### src/rtl/photocell_pulse_gen.sv
// photocell_pulse_gen
//
// Conditions the queue's front and back photocell beams: each raw (async)
// beam signal is synchronized through two flops, debounced, and turned into
// a single-cycle pulse per accepted beam break (0->1 of the debounced level).
// The two channels are fully independent and may pulse in the same cycle.
//
// Build macro PHOTOCELL_STUCK_DETECT_EN: when defined, each channel also
// flags a beam held blocked for STUCK_CYCLES cycles. When undefined, no stuck
// counters exist and front_stuck / back_stuck are constant 0.

module photocell_pulse_gen_channel #(
    parameter int DEBOUNCE_CYCLES = 4,
    parameter int STUCK_CYCLES    = 1024
) (
    input  logic clk,
    input  logic reset_n,
    input  logic raw,
    output logic pulse,
    output logic level,
    output logic stuck
);

    localparam int CW = $clog2(DEBOUNCE_CYCLES + 1);
    localparam logic [CW-1:0] CNT_LAST = CW'(DEBOUNCE_CYCLES - 1);

    logic          s1;
    logic          s2;
    logic [CW-1:0] cnt;
    logic          accept;
    logic          level_nxt;

    // A new level is accepted on the edge where it has differed from the
    // stable level for DEBOUNCE_CYCLES consecutive synchronized samples.
    assign accept    = (s2 != level) && (cnt == CNT_LAST);
    assign level_nxt = accept ? s2 : level;

    // Two-flop synchronizer for the asynchronous beam input.
    always_ff @(posedge clk or negedge reset_n) begin
        if (!reset_n) begin
            s1 <= 1'b0;
            s2 <= 1'b0;
        end else begin
            s1 <= raw;
            s2 <= s1;
        end
    end

    // Debounce: count consecutive samples that disagree with the stable level;
    // any agreeing sample (a glitch ending) restarts the count.
    always_ff @(posedge clk or negedge reset_n) begin
        if (!reset_n) begin
            cnt   <= '0;
            level <= 1'b0;
        end else if (s2 == level) begin
            cnt <= '0;
        end else if (cnt == CNT_LAST) begin
            level <= s2;
            cnt   <= '0;
        end else begin
            cnt <= cnt + CW'(1);
        end
    end

    // Registered pulse, high only in the cycle the level first becomes 1.
    always_ff @(posedge clk or negedge reset_n) begin
        if (!reset_n) begin
            pulse <= 1'b0;
        end else begin
            pulse <= accept & s2;
        end
    end

`ifdef PHOTOCELL_STUCK_DETECT_EN
    localparam int SW = $clog2(STUCK_CYCLES + 1);
    localparam logic [SW-1:0] STK_MAX  = SW'(STUCK_CYCLES);
    localparam logic [SW-1:0] STK_LAST = SW'(STUCK_CYCLES - 1);

    logic [SW-1:0] stk_cnt;

    // Count cycles spent blocked; the flag and count drop in the same cycle
    // the debounced level returns to 0 (hence the look-ahead on level_nxt).
    always_ff @(posedge clk or negedge reset_n) begin
        if (!reset_n) begin
            stk_cnt <= '0;
            stuck   <= 1'b0;
        end else if (!level_nxt) begin
            stk_cnt <= '0;
            stuck   <= 1'b0;
        end else if (level) begin
            if (stk_cnt != STK_MAX) begin
                stk_cnt <= stk_cnt + SW'(1);
            end
            if (stk_cnt == STK_LAST) begin
                stuck <= 1'b1;
            end
        end
    end
`else
    // No detector in this build. The parameter stays referenced so both builds
    // share one interface; the compare is constant 0 for any legal value.
    assign stuck = (STUCK_CYCLES < 0);
`endif

endmodule

module photocell_pulse_gen #(
    parameter int DEBOUNCE_CYCLES = 4,
    parameter int STUCK_CYCLES    = 1024
) (
    input  logic clk,
    input  logic reset_n,
    input  logic front_raw,
    input  logic back_raw,
    output logic front_photocell,
    output logic back_photocell,
    output logic front_level,
    output logic back_level,
    output logic front_stuck,
    output logic back_stuck
);

    photocell_pulse_gen_channel #(
        .DEBOUNCE_CYCLES (DEBOUNCE_CYCLES),
        .STUCK_CYCLES    (STUCK_CYCLES)
    ) u_front (
        .clk     (clk),
        .reset_n (reset_n),
        .raw     (front_raw),
        .pulse   (front_photocell),
        .level   (front_level),
        .stuck   (front_stuck)
    );

    photocell_pulse_gen_channel #(
        .DEBOUNCE_CYCLES (DEBOUNCE_CYCLES),
        .STUCK_CYCLES    (STUCK_CYCLES)
    ) u_back (
        .clk     (clk),
        .reset_n (reset_n),
        .raw     (back_raw),
        .pulse   (back_photocell),
        .level   (back_level),
        .stuck   (back_stuck)
    );

endmodule
### config.mk
export PLATFORM = sky130hd
export DESIGN_NAME = photocell_pulse_gen
export DESIGN_NICKNAME = d
export VERILOG_FILES = /design/src/rtl/photocell_pulse_gen.sv
export SDC_FILE = /design/constraint.sdc
export NUM_CORES = 1
export LEC_CHECK = 0
export BUFFER_PORTS_ARGS = -buffer_cell sky130_fd_sc_hd__buf_2
export CORE_MARGIN = 2
export CORE_UTILIZATION = 40
export CTS_CLUSTER_SIZE = 25
export DETAILED_ROUTE_END_ITERATION = 6
export GPL_TIMING_DRIVEN = 1
export SLEW_MARGIN = 20
export SYNTH_ARGS = -nofsm -noshare
export SYNTH_HDL_FRONTEND = slang
export SYNTH_SLANG_ARGS = --single-unit
export TNS_END_PERCENT = 50
### constraint.sdc
create_clock -name clk -period 2.1 [get_ports clk]
set_input_delay 0 -clock clk [delete_from_list [all_inputs] [get_ports clk]]
set_output_delay 0 -clock clk [all_outputs]
set_load 0.1 [all_outputs]
; ---- Word level (Yosys, flattened, before mapping)
; Index checks and enable logic that the tools add are counted.
[op_classes]
n_reduce_logical = 4
n_addsub = 2
eq_ne = 6
muxes = 4
bitwise_logic = 4
[ops]
columns = cell, count
row1 = two-way mux 3 bit, 4
row2 = "adder 3 x 1 -> 3 bit, second input constant", 2
row3 = "== test 3 x 2 -> 1 bit, second input constant", 2
row4 = AND reduction 2 bit, 2
row5 = AND 1 bit, 2
row6 = == test 1 bit, 2
row7 = logical AND 1 bit, 2
row8 = inequality test 1 bit, 2
row9 = inverter 1 bit, 2
[word_totals]
out_inout_bits = 6
word_cells = 30
reg_bits = 14

; ---- Longest topological paths before layout
; Gate-level depths: netlist of run 1.
[logic_depth]
word_depth = 3
ltp_mapped = 3

; ---- By module
; From an unflattened synthesis of run 1, not the netlist that was laid out.
[hier_totals]
hier_cells = 34
area_unflattened_um2 = 550.5
[modules_own_cells]
columns = module, n_inst, area_per_inst_um2, seq_area_each_um2, cells_each
row1 = photocell_pulse_gen_channel, 2, 275.3, 175.2, 17

; ---- Worst setup path before layout of run 1
; OpenSTA, ideal clock, no wires.
[synth_path]
path_type = flip-flop to flip-flop
from = register u_back.level
to = register u_back.cnt[0]
arrival_time_ps = 1386
n_path_buf = 0
setup_time_ps = 88
path_stages_with_launch = 3
period_less_slack_ps = 1474
t_required_ps = 2012
path_slack_ps = 626
cell_sequence = dfrtp_1 xnor2_1 nor3_1
[synth_between]
elab_chain_cells = 2
[synth_lines]
columns = element, line_no
row1 = "start, declared", 20  ; output logic level,
row2 = "start signal, assigned", 54  ; level <= 1'b0;
row3 = "start signal, assigned", 58  ; level <= s2;
row4 = == test 1 bit, 55  ; end else if (s2 == level) begin
row5 = two-way mux 3 bit, 55
row6 = "end signal, assigned", 61  ; cnt <= cnt + CW'(1);
row7 = "end, declared", 29  ; logic [CW-1:0] cnt;
; Every way passes these cells.
; A chain may end at the register's enable or synchronous reset.

; ---- Worst setup path after layout of run 1
[layout_path]
from = register u_back.cnt[0]
to = register u_back.level
[layout_between]
elab_chain_cells = 2
[layout_lines]
columns = element, line_no
row1 = == test 3 x 2 -> 1 bit, 57  ; end else if (cnt == CNT_LAST) begin
row2 = AND reduction 2 bit (no source line), --
; Every way passes these cells.

==> flow_metrics.tcl, run 1 <==
set metrics [dict create \
    synthCells 33 \
    cp_cell_sequence "ha_1 -> nor2b_4 -> mux2_1" \
    cp.arrival_ns 1.36 \
    syn-cell-area_sq_um 542 \
    clk_pin_slew_ns 0.08 \
    rsz0062_at_grt "false" \
    finalClockSkew_ns 0.00478 \
    crit_path_end_kind "flip-flop" \
    ys_types 10 \
    clock-sinks 14 \
    min_path_type "in2async" \
    ys_seq_area_share_pct 64.7 \
    vias 280 \
    grt_pass1_vias 310 \
    port_buffers 7 \
    critPathMaxFanout 4 \
    cts_resized 0 \
    grt_max_degree 15 \
    finalSetupViolCount 0 \
    antenna_found_initial 0 \
    r2r_setup_slack_ns 0.90 \
    synth.largest_area_cell "dfrtp_1" \
    die_h_um 40.8 \
    vias_per_cell 4.59 \
    worstPathRequired_ns 2.26 \
    power_leakage_nw 0.320 \
    status "complete, no violations" \
    start_util_pct 42.2 \
    fin_hold_ws_ns 0.145 \
    synth_top_cell_area_share_pct 64.7 \
    max_freq_mhz 834 \
    critPathKind "reg2reg" \
    cp-start-kind "flip-flop" \
    async_flop_share_pct 100 \
    ys_warn_count 0 \
    slowest_stage "dfrtp_1" \
    power_density_nw_per_um2 1380 \
    crit_path_max_incr_delay_ns 0.36 \
    ys.flop_type "dfrtp_1" \
    grt_pass1_wl_um 1120 \
    synth_common_cells "dfrtp_1, nor3b_2" \
    crit_start "u_back.cnt[0]$_DFF_PN0_" \
    yosysMostFrequentCell "dfrtp_1" \
    timing.rr.start "u_back.cnt[0]$_DFF_PN0_" \
    ir_drop_mv 0.681 \
    wl_per_cell_um 11.3 \
    core_area_sq_um 1280 \
    synth_area_leaders "dfrtp_1, nor3b_2, nor2b_4" \
    dieArea_sq_um 1660 \
    finalSetupTns_ns 0 \
    post-route-drc-count 0 \
    finalWeightedCongestion 0.634 \
    final.min_clock_period_ns 1.20 \
    drt-total-wl_um 688 \
    overflow 0 \
    final_hold_viol_count 0 \
    row_count 13 \
    drt_iter0_markers 16 \
    clock_latency_ns 0.27 \
    cts_made_buffers 3 \
    cts_tree "done" \
    ant_nets 0 \
    avgSynthCellArea_sq_um 16.4 \
    htree_levels 1 \
    diodes 0 \
    dieWidth_um 40.8 \
    io_pins 10 \
    drive_above_1_share_pct 41.3 \
    grt_usage_pct 11.1 \
    ys_ff_latch 14 \
    area_delta_synth_final_pct 20.1 \
    synth_enable_flop_cells 0 \
    root_buffer "clkbuf_4" \
    clk_path_buf_depth 2 \
    dr.pass1.iters 3 \
    finalCritPeriodShare_pct 57.1 \
    max_cap_viol_count 0 \
    maxSlewViolCount 0 \
    finalNetCount 53 \
]
==> area by class of cell <==
| class | instances | area [sq um] |
|---|---|---|
| fill | 112 | 634 |
| sequential | 14 | 350 |
| multi-input combinational | 18 | 180 |
| timing repair buffer | 10 | 65.1 |
| clock buffer | 4 | 36.3 |
| tap | 15 | 18.8 |
==> cell usage in the layout, fill, tap and decap left out <==
cell,count
ha_1,2
conb_1,2
clkbuf_8,1
buf_2,7
xnor2_1,2
clkbuf_4,3
mux2_1,2
dfrtp_1,14
and3b_2,2
nor3b_2,4
dlygate4sd3_1,3
nor2b_4,2
nor3_1,2
==> per-stage QoR <==
step	instances	worst slack [ns]	cell area [sq um]	utilization, %	power (mW)
4_1_cts	61	0.884	651	50.6	0.914
3_5_place_dp	54	0.901	584	45.5	0.720
5_1_grt	61	0.839	651	50.6	0.960
2_1_floorplan	34	0.626	546	-	0.664
3_3_place_gp	54	0.952	584	45.5	0.705
6_report	61	0.902	651	50.6	0.899
==> worst max-delay path, delay by kind of cell (launching register included) <==
kind                     cells  cell delay (ns)
adder cells (fa/ha/maj)      1             0.19
flip-flops                   1             0.36
multiplexers                 1             0.34
AND/OR/NAND/NOR              1             0.20
==> timing repair <==
action                    in CTS  in global routing
hold endpoints to repair      16                  0
hold buffers                   3                  0
buffers inserted               0                  0
==> state kept, by name, indices dropped and copies added, names as in the netlist <==
name and cells:
u_front.cnt 3, u_back.s2 1, u_front.s1 1, u_back.s1 1, u_front.s2 1, u_back.level 1, u_back.pulse 1, u_back.cnt 3
u_front.level 1, u_front.pulse 1
==> layer usage <==
layer	track usage (%)	vias up	share of wire [%]
met5	0	-	0
met4	10.0	0	0.87
met3	3.26	2	2.8
met2	16.4	5	55
met1	12.8	140	41
li1	-	133	-
==> report_power, final <==
| part | internal (mW) | leakage [nW] | total [mW] | switching (mW) |
|---|---|---|---|---|
| clock | 0.105 | 0.0210 | 0.186 | 0.0803 |
| sequential | 0.326 | 0.178 | 0.360 | 0.0337 |
| combinational | 0.100 | 0.121 | 0.354 | 0.254 |
| total | 0.531 | 0.320 | 0.899 | 0.368 |
==> final timing paths <==
| path | end | cells after the start |
|---|---|---|
| min | u_back.level$_DFFE_PN0P_ | 2 |
| min in group clk | u_front.s2$_DFF_PN0_ | 0 |
| max | u_back.level$_DFFE_PN0P_ | 3 |
| max reg2reg | u_back.level$_DFFE_PN0P_ | 3 |
| min reg2reg | u_front.s2$_DFF_PN0_ | 0 |
| max in group asynchronous | u_front.cnt[2]$_DFF_PN0_ | 2 |
==> cells by family after synthesis <==
| logic type | synth area share (%) |
|---|---|
| buf+inv | 2.77 |
| flops | 64.7 |
| simple gates | 19.9 |
| xor+xnor | 3.23 |
| mux | 4.16 |
| fa+ha+maj | 4.62 |
| other cells | 0.692 |
(Power assumes the default switching activity.)
==> inputs of run 2 (changes only) <==
--- a/config.mk
+++ b/config.mk
@@ -5,6 +5,7 @@
 export SDC_FILE = /design/constraint.sdc
 export NUM_CORES = 1
 export LEC_CHECK = 0
+export ABC_AREA = 1
 export BUFFER_PORTS_ARGS = -buffer_cell sky130_fd_sc_hd__buf_2
 export CORE_MARGIN = 2
 export CORE_UTILIZATION = 40
==> constraint.sdc (replaced) <==
create_clock -name clk -period 1.2 [get_ports clk]
set_input_delay 0 -clock clk [delete_from_list [all_inputs] [get_ports clk]]
set_output_delay 0 -clock clk [all_outputs]
set_load 0.1 [all_outputs]
==> run 2 against run 1 <==
Compared with the run above: combinational power increased by 69%; sequential share of layout area increased by 0.073 points; cell count increased by 39%; wire length increased by 11%; sequential power increased by 80%; synthesized cell count increased by 73%; critical path type is now reg2out; critical endpoint is now back_level; highest routed layer unchanged.
==> flow_metrics.tcl, run 2 <==
set metrics [dict create \
    critPathKind "reg2out" \
    start_util_pct 42.5 \
    crit_path_max_incr_delay_ns 0.44 \
    yosysMostFrequentCell "dfrtp_1" \
    max_cap_viol_count 0 \
    synth_top_cell_area_share_pct 63.3 \
    place_area_sq_um 598 \
    setup_slack_ns 0.0727 \
    crit_family "buffers and inverters" \
    port_buffers 7 \
    instances_no_fill 85 \
    syn-cell-area_sq_um 553 \
    placed_cells 78 \
    cts_made_buffers 3 \
    drt-total-wl_um 761 \
    maxSlewViolCount 0 \
    synth_enable_flop_cells 0 \
    finalWeightedCongestion 0.685 \
    grt_busiest_layer "met1" \
    post-route-drc-count 0 \
    cts_tree "done" \
    ys_types 11 \
    slowest_stage "buf_2" \
    power_leakage_nw 0.354 \
    diodes 0 \
    core_area_sq_um 1300 \
    cp-start-kind "flip-flop" \
    grtUsageMet2_pct 15.6 \
    clk_path_buf_depth 2 \
    avgSynthCellArea_sq_um 9.70 \
    synth.largest_area_cell "dfrtp_1" \
    clk_pin_slew_ns 0.08 \
    ir_drop_mv 0.886 \
    die_h_um 41.2 \
    r2r-end "u_front.cnt[0]$_DFF_PN0_" \
    synthCells 57 \
    final.min_clock_period_ns 1.13 \
    synth_area_leaders "dfrtp_1, nand2_1, nand2_2" \
    crit_path_end_kind "primary output" \
    vias 365 \
    clock-sinks 14 \
    worstPathRequired_ns 1.20 \
    reg_top3 "u_back.cnt (3), u_front.cnt (3)" \
    finalNetCount 77 \
    grt_max_degree 15 \
    cts_resized 0 \
    timing.rr.start "u_front.cnt[0]$_DFF_PN0_" \
    final_common_cell "nand2_1" \
    multi_input_area_sq_um 154 \
    drive_above_1_share_pct 27.1 \
    fin_area_sq_um 654 \
    ys_warn_count 0 \
    rsz0062_at_grt "false" \
    grt_usage_pct 13.1 \
    synth_common_cells "dfrtp_1, nand2_1, inv_1" \
    io_pins 10 \
    overflow 0 \
    regArea_sq_um 353 \
    final.fill_count 142 \
    row_count 13 \
    drt_iter0_markers 3 \
    ys_ff_latch 14 \
    wl_per_cell_um 8.95 \
    dp_hpwl_um 565 \
    area_delta_synth_final_pct 18.3 \
    use_met3_pct 8.15 \
    htree_levels 1 \
    ys_seq_area_share_pct 63.3 \
    cp.arrival_ns 1.13 \
    async_flop_share_pct 100 \
    status "complete, no violations" \
    min_path_type "in2async" \
    critPathMaxFanout 5 \
    finalClockSkew_ns 0.00529 \
    cp_num_buf_inv 1 \
    ant_nets 0 \
    gr-usage-met1_pct 15.6 \
    ys.flop_type "dfrtp_1" \
    max_freq_mhz 887 \
    dieWidth_um 41.2 \
    vias_per_cell 4.29 \
    fin_hold_ws_ns 0.135 \
    antenna_found_initial 0 \
    reg2regPathDepth 4 \
    r2r_setup_slack_ns 0.25 \
    root_buffer "clkbuf_4" \
    finalSetupViolCount 0 \
    cp_cell_sequence "buf_2" \
    mostFrequentLayoutCells "nand2_1, dfrtp_1, inv_1" \
    power_density_nw_per_um2 2320 \
    dieArea_sq_um 1700 \
    grt_pass1_vias 287 \
    dr.pass1.iters 2 \
    grt_pass1_wl_um 1240 \
    finalCritPeriodShare_pct 93.9 \
    final_hold_viol_count 0 \
    finalSetupTns_ns 0 \
    dpl_worst_slack_ns 0.241 \
    clock_latency_ns 0.28 \
]
==> run 2: cell types whose count changed after synthesis <==
cell / previous run / this run
nor3b_2: 4 / 0
and3b_2: 2 / 0
xnor2_1: 2 / 0
nor2_1: 0 / 7
nor2b_4: 2 / 0
nand2_1: 0 / 13
nand2_2: 0 / 5
mux2_1: 2 / 0
nor3_1: 2 / 1
nand3_1: 0 / 2
inv_1: 0 / 8
inv_2: 0 / 2
==> run 2: cell families (layout without fill, tap and decap cells) <==
| kind of cell | after synthesis | in the layout | synth area share [%] |
|---|---|---|---|
| adder cells (fa/ha/maj) | 2 | 2 | 4.52 |
| buffers and inverters | 12 | 24 | 9.50 |
| flip-flops | 14 | 14 | 63.3 |
| other | 1 | 2 | 0.678 |
| AND/OR/NAND/NOR | 28 | 28 | 21.9 |
==> run 2: worst max path at each step <==
stage / startpoint / end / cells after the start
floorplan: u_front.level$_DFFE_PN0P_ / u_front.cnt[0]$_DFF_PN0_ / 3
global placement: u_front.cnt[0]$_DFF_PN0_ / u_front.cnt[1]$_DFF_PN0_ / 4
detailed placement: u_front.cnt[0]$_DFF_PN0_ / u_front.cnt[0]$_DFF_PN0_ / 4
CTS: u_back.level$_DFFE_PN0P_ / back_level / 1
global route: u_back.level$_DFFE_PN0P_ / back_level / 1
finish: u_back.level$_DFFE_PN0P_ / back_level / 1
==> run 2: report_power, final <==
| group | switching, mW | internal [mW] | leakage (nW) |
|---|---|---|---|
| clock network | 0.144 | 0.129 | 0.0150 |
| logic | 0.460 | 0.141 | 0.163 |
| registers | 0.0715 | 0.576 | 0.176 |
| total | 0.675 | 0.845 | 0.354 |
==> run 2: through the flow <==
stage / power, mW / utilization, %
floorplan: 1.16 / -
global route: 1.66 / 50.3
finish: 1.52 / 50.3
CTS: 1.55 / 50.3
detailed placement: 1.26 / 46.0
global placement: 1.25 / 46.0
==> run 2: layout make-up <==
type	instances	area share [%]
Clock buffer	4	4.02
Inverter	10	5.74
Multi-Input combinational cell	32	23.5
Sequential cell	14	53.9
Tap cell	15	2.87
Timing Repair Buffer	10	9.94
==> run 2: timing repair <==
item	CTS	global route
endpoints found under the hold margin	16	0
hold buffers	3	0
setup buffers	0	0
==> run 2: layer usage <==
metal,vias up,part of all wire (%)
met5,-,0
met4,0,3.9
met3,4,5.8
met2,10,43
met1,162,47
li1,189,-
==> inputs of run 3 (changes only) <==
--- a/config.mk
+++ b/config.mk
@@ -6,7 +6,7 @@
 export NUM_CORES = 1
 export LEC_CHECK = 0
 export ABC_AREA = 1
-export BUFFER_PORTS_ARGS = -buffer_cell sky130_fd_sc_hd__buf_2
+export BUFFER_PORTS_ARGS = -buffer_cell sky130_fd_sc_hd__buf_4
 export CORE_MARGIN = 2
 export CORE_UTILIZATION = 40
 export CTS_CLUSTER_SIZE = 25
==> run 3 against run 2 <==
Compared with the run above: maximum frequency is 15% higher; total power is 5.6% higher; cell count stayed put; largest cell class unchanged; setup slack better by 0.14 ns; core utilization is 2.1 points higher; critical path depth stayed put.
==> flow_metrics.tcl, run 3 (same netlist as run 2, synthesis figures left out) <==
set metrics [dict create \
    status "complete, no violations" \
    slowest_stage "dfrtp_2" \
    worst-path-stages 1 \
    wl_per_cell_um 8.33 \
    cts_resized 0 \
    finalSetupTns_ns 0 \
    fin_area_sq_um 682 \
    ant_nets 0 \
    diodes 0 \
    dp_hpwl_um 536 \
    area_delta_synth_final_pct 23.3 \
    cp_num_buf_inv 1 \
    core_area_sq_um 1300 \
    grt_max_degree 15 \
    finalWeightedCongestion 0.676 \
    placed_cells 78 \
    clk_path_buf_depth 2 \
    r2r-end "u_front.cnt[1]$_DFF_PN0_" \
    port_buffers 7 \
    dieArea_sq_um 1700 \
    dr.pass1.iters 1 \
    clock_latency_ns 0.27 \
    post_cts_buffers 0 \
    critPathKind "reg2out" \
    root_buffer "clkbuf_4" \
    row_count 13 \
    final_common_cell "nand2_1" \
    cp.arrival_ns 0.98 \
    critPathMaxFanout 5 \
    antenna_found_initial 0 \
    start_util_pct 42.5 \
    cp-start-kind "flip-flop" \
    grt_usage_pct 11.4 \
    htree_levels 1 \
    maxSlewViolCount 0 \
    reg_top3 "u_back.cnt (3), u_front.cnt (3)" \
    finalCritPeriodShare_pct 82.0 \
    overflow 0 \
    crit_path_max_incr_delay_ns 0.41 \
    drive_above_1_share_pct 28.6 \
    grt_pass1_vias 295 \
    cts_made_buffers 3 \
    power_leakage_nw 0.364 \
    mostFrequentLayoutCells "nand2_1, dfrtp_1, inv_1" \
    post-route-util_pct 52.4 \
    timing.rr.start "u_front.cnt[0]$_DFF_PN0_" \
    instances_no_fill 85 \
    drt-total-wl_um 708 \
    drt_iter0_markers 0 \
    ir_drop_mv 1.02 \
    crit_family "flip-flops" \
    finalClockSkew_ns 0.00107 \
    reg2regPathDepth 4 \
    post-route-drc-count 0 \
    place_area_sq_um 616 \
    cp_cell_sequence "buf_4" \
    rsz0062_at_grt "false" \
    vias_per_cell 4.08 \
    r2r_setup_slack_ns 0.26 \
    dieWidth_um 41.2 \
    max_cap_viol_count 0 \
    finalNetCount 77 \
    worstPathRequired_ns 1.20 \
    die_h_um 41.2 \
    crit_path_end_kind "primary output" \
    final_hold_viol_count 0 \
    max_freq_mhz 1020 \
    fin_hold_ws_ns 0.0977 \
    clock-sinks 14 \
    vias 347 \
    power_density_nw_per_um2 2350 \
    final.min_clock_period_ns 0.984 \
    min_path_type "in2async" \
    finalSetupViolCount 0 \
    clk_pin_slew_ns 0.08 \
    io_pins 10 \
    grt_pass1_wl_um 1190 \
    cts_tree "done" \
]
==> run 3: area by class of cell <==
| cell class | instances | area, sq um |
|---|---|---|
| fillers | 130 | 619 |
| flip-flops and latches | 14 | 353 |
| multi-input cells | 32 | 154 |
| repair buffers | 10 | 82.6 |
| inverters | 10 | 37.5 |
| clock buffers | 4 | 36.3 |
| well taps | 15 | 18.8 |
==> run 3: routing by layer <==
layer  wire length (um)  track usage [%]  up-vias
met4                  0             4.84        0
met2                296             15.6       10
met5                  0                0        -
met3                 50             4.89        0
li1                   -                -      186
met1                361             15.5      151
==> run 3: per-stage QoR <==
stage               total power, mW  setup WS, ns
finish                         1.61         0.216
global route                   1.72         0.171
CTS                            1.63         0.201
detailed placement             1.29         0.271
global placement               1.27         0.282
floorplan                      1.16         0.138
==> run 3: timing repair <==
item / 4_1_cts / 5_1_grt
hold buffers: 3 / 0
setup endpoints to repair: 0 / 0
hold endpoints to repair: 16 / 0
==> run 3: power breakdown <==
part           leakage, nW  switching [mW]  internal (mW)  total, mW
logic                0.167           0.462          0.165      0.627
clock network       0.0210           0.149          0.184      0.333
registers            0.176          0.0697          0.575      0.645
total                0.364           0.681          0.925       1.61
==> run 3: how the worst max path moves through the flow <==
stage / end / slack (ns) / start
after global routing: back_level / 0.17 / u_back.level$_DFFE_PN0P_
after global placement: u_front.cnt[1]$_DFF_PN0_ / 0.28 / u_front.cnt[0]$_DFF_PN0_
after detailed placement: u_front.cnt[1]$_DFF_PN0_ / 0.27 / u_front.cnt[0]$_DFF_PN0_
after CTS: front_level / 0.20 / u_front.level$_DFFE_PN0P_
final: front_level / 0.22 / u_front.level$_DFFE_PN0P_
after floorplan: u_front.cnt[0]$_DFF_PN0_ / 0.14 / u_front.level$_DFFE_PN0P_
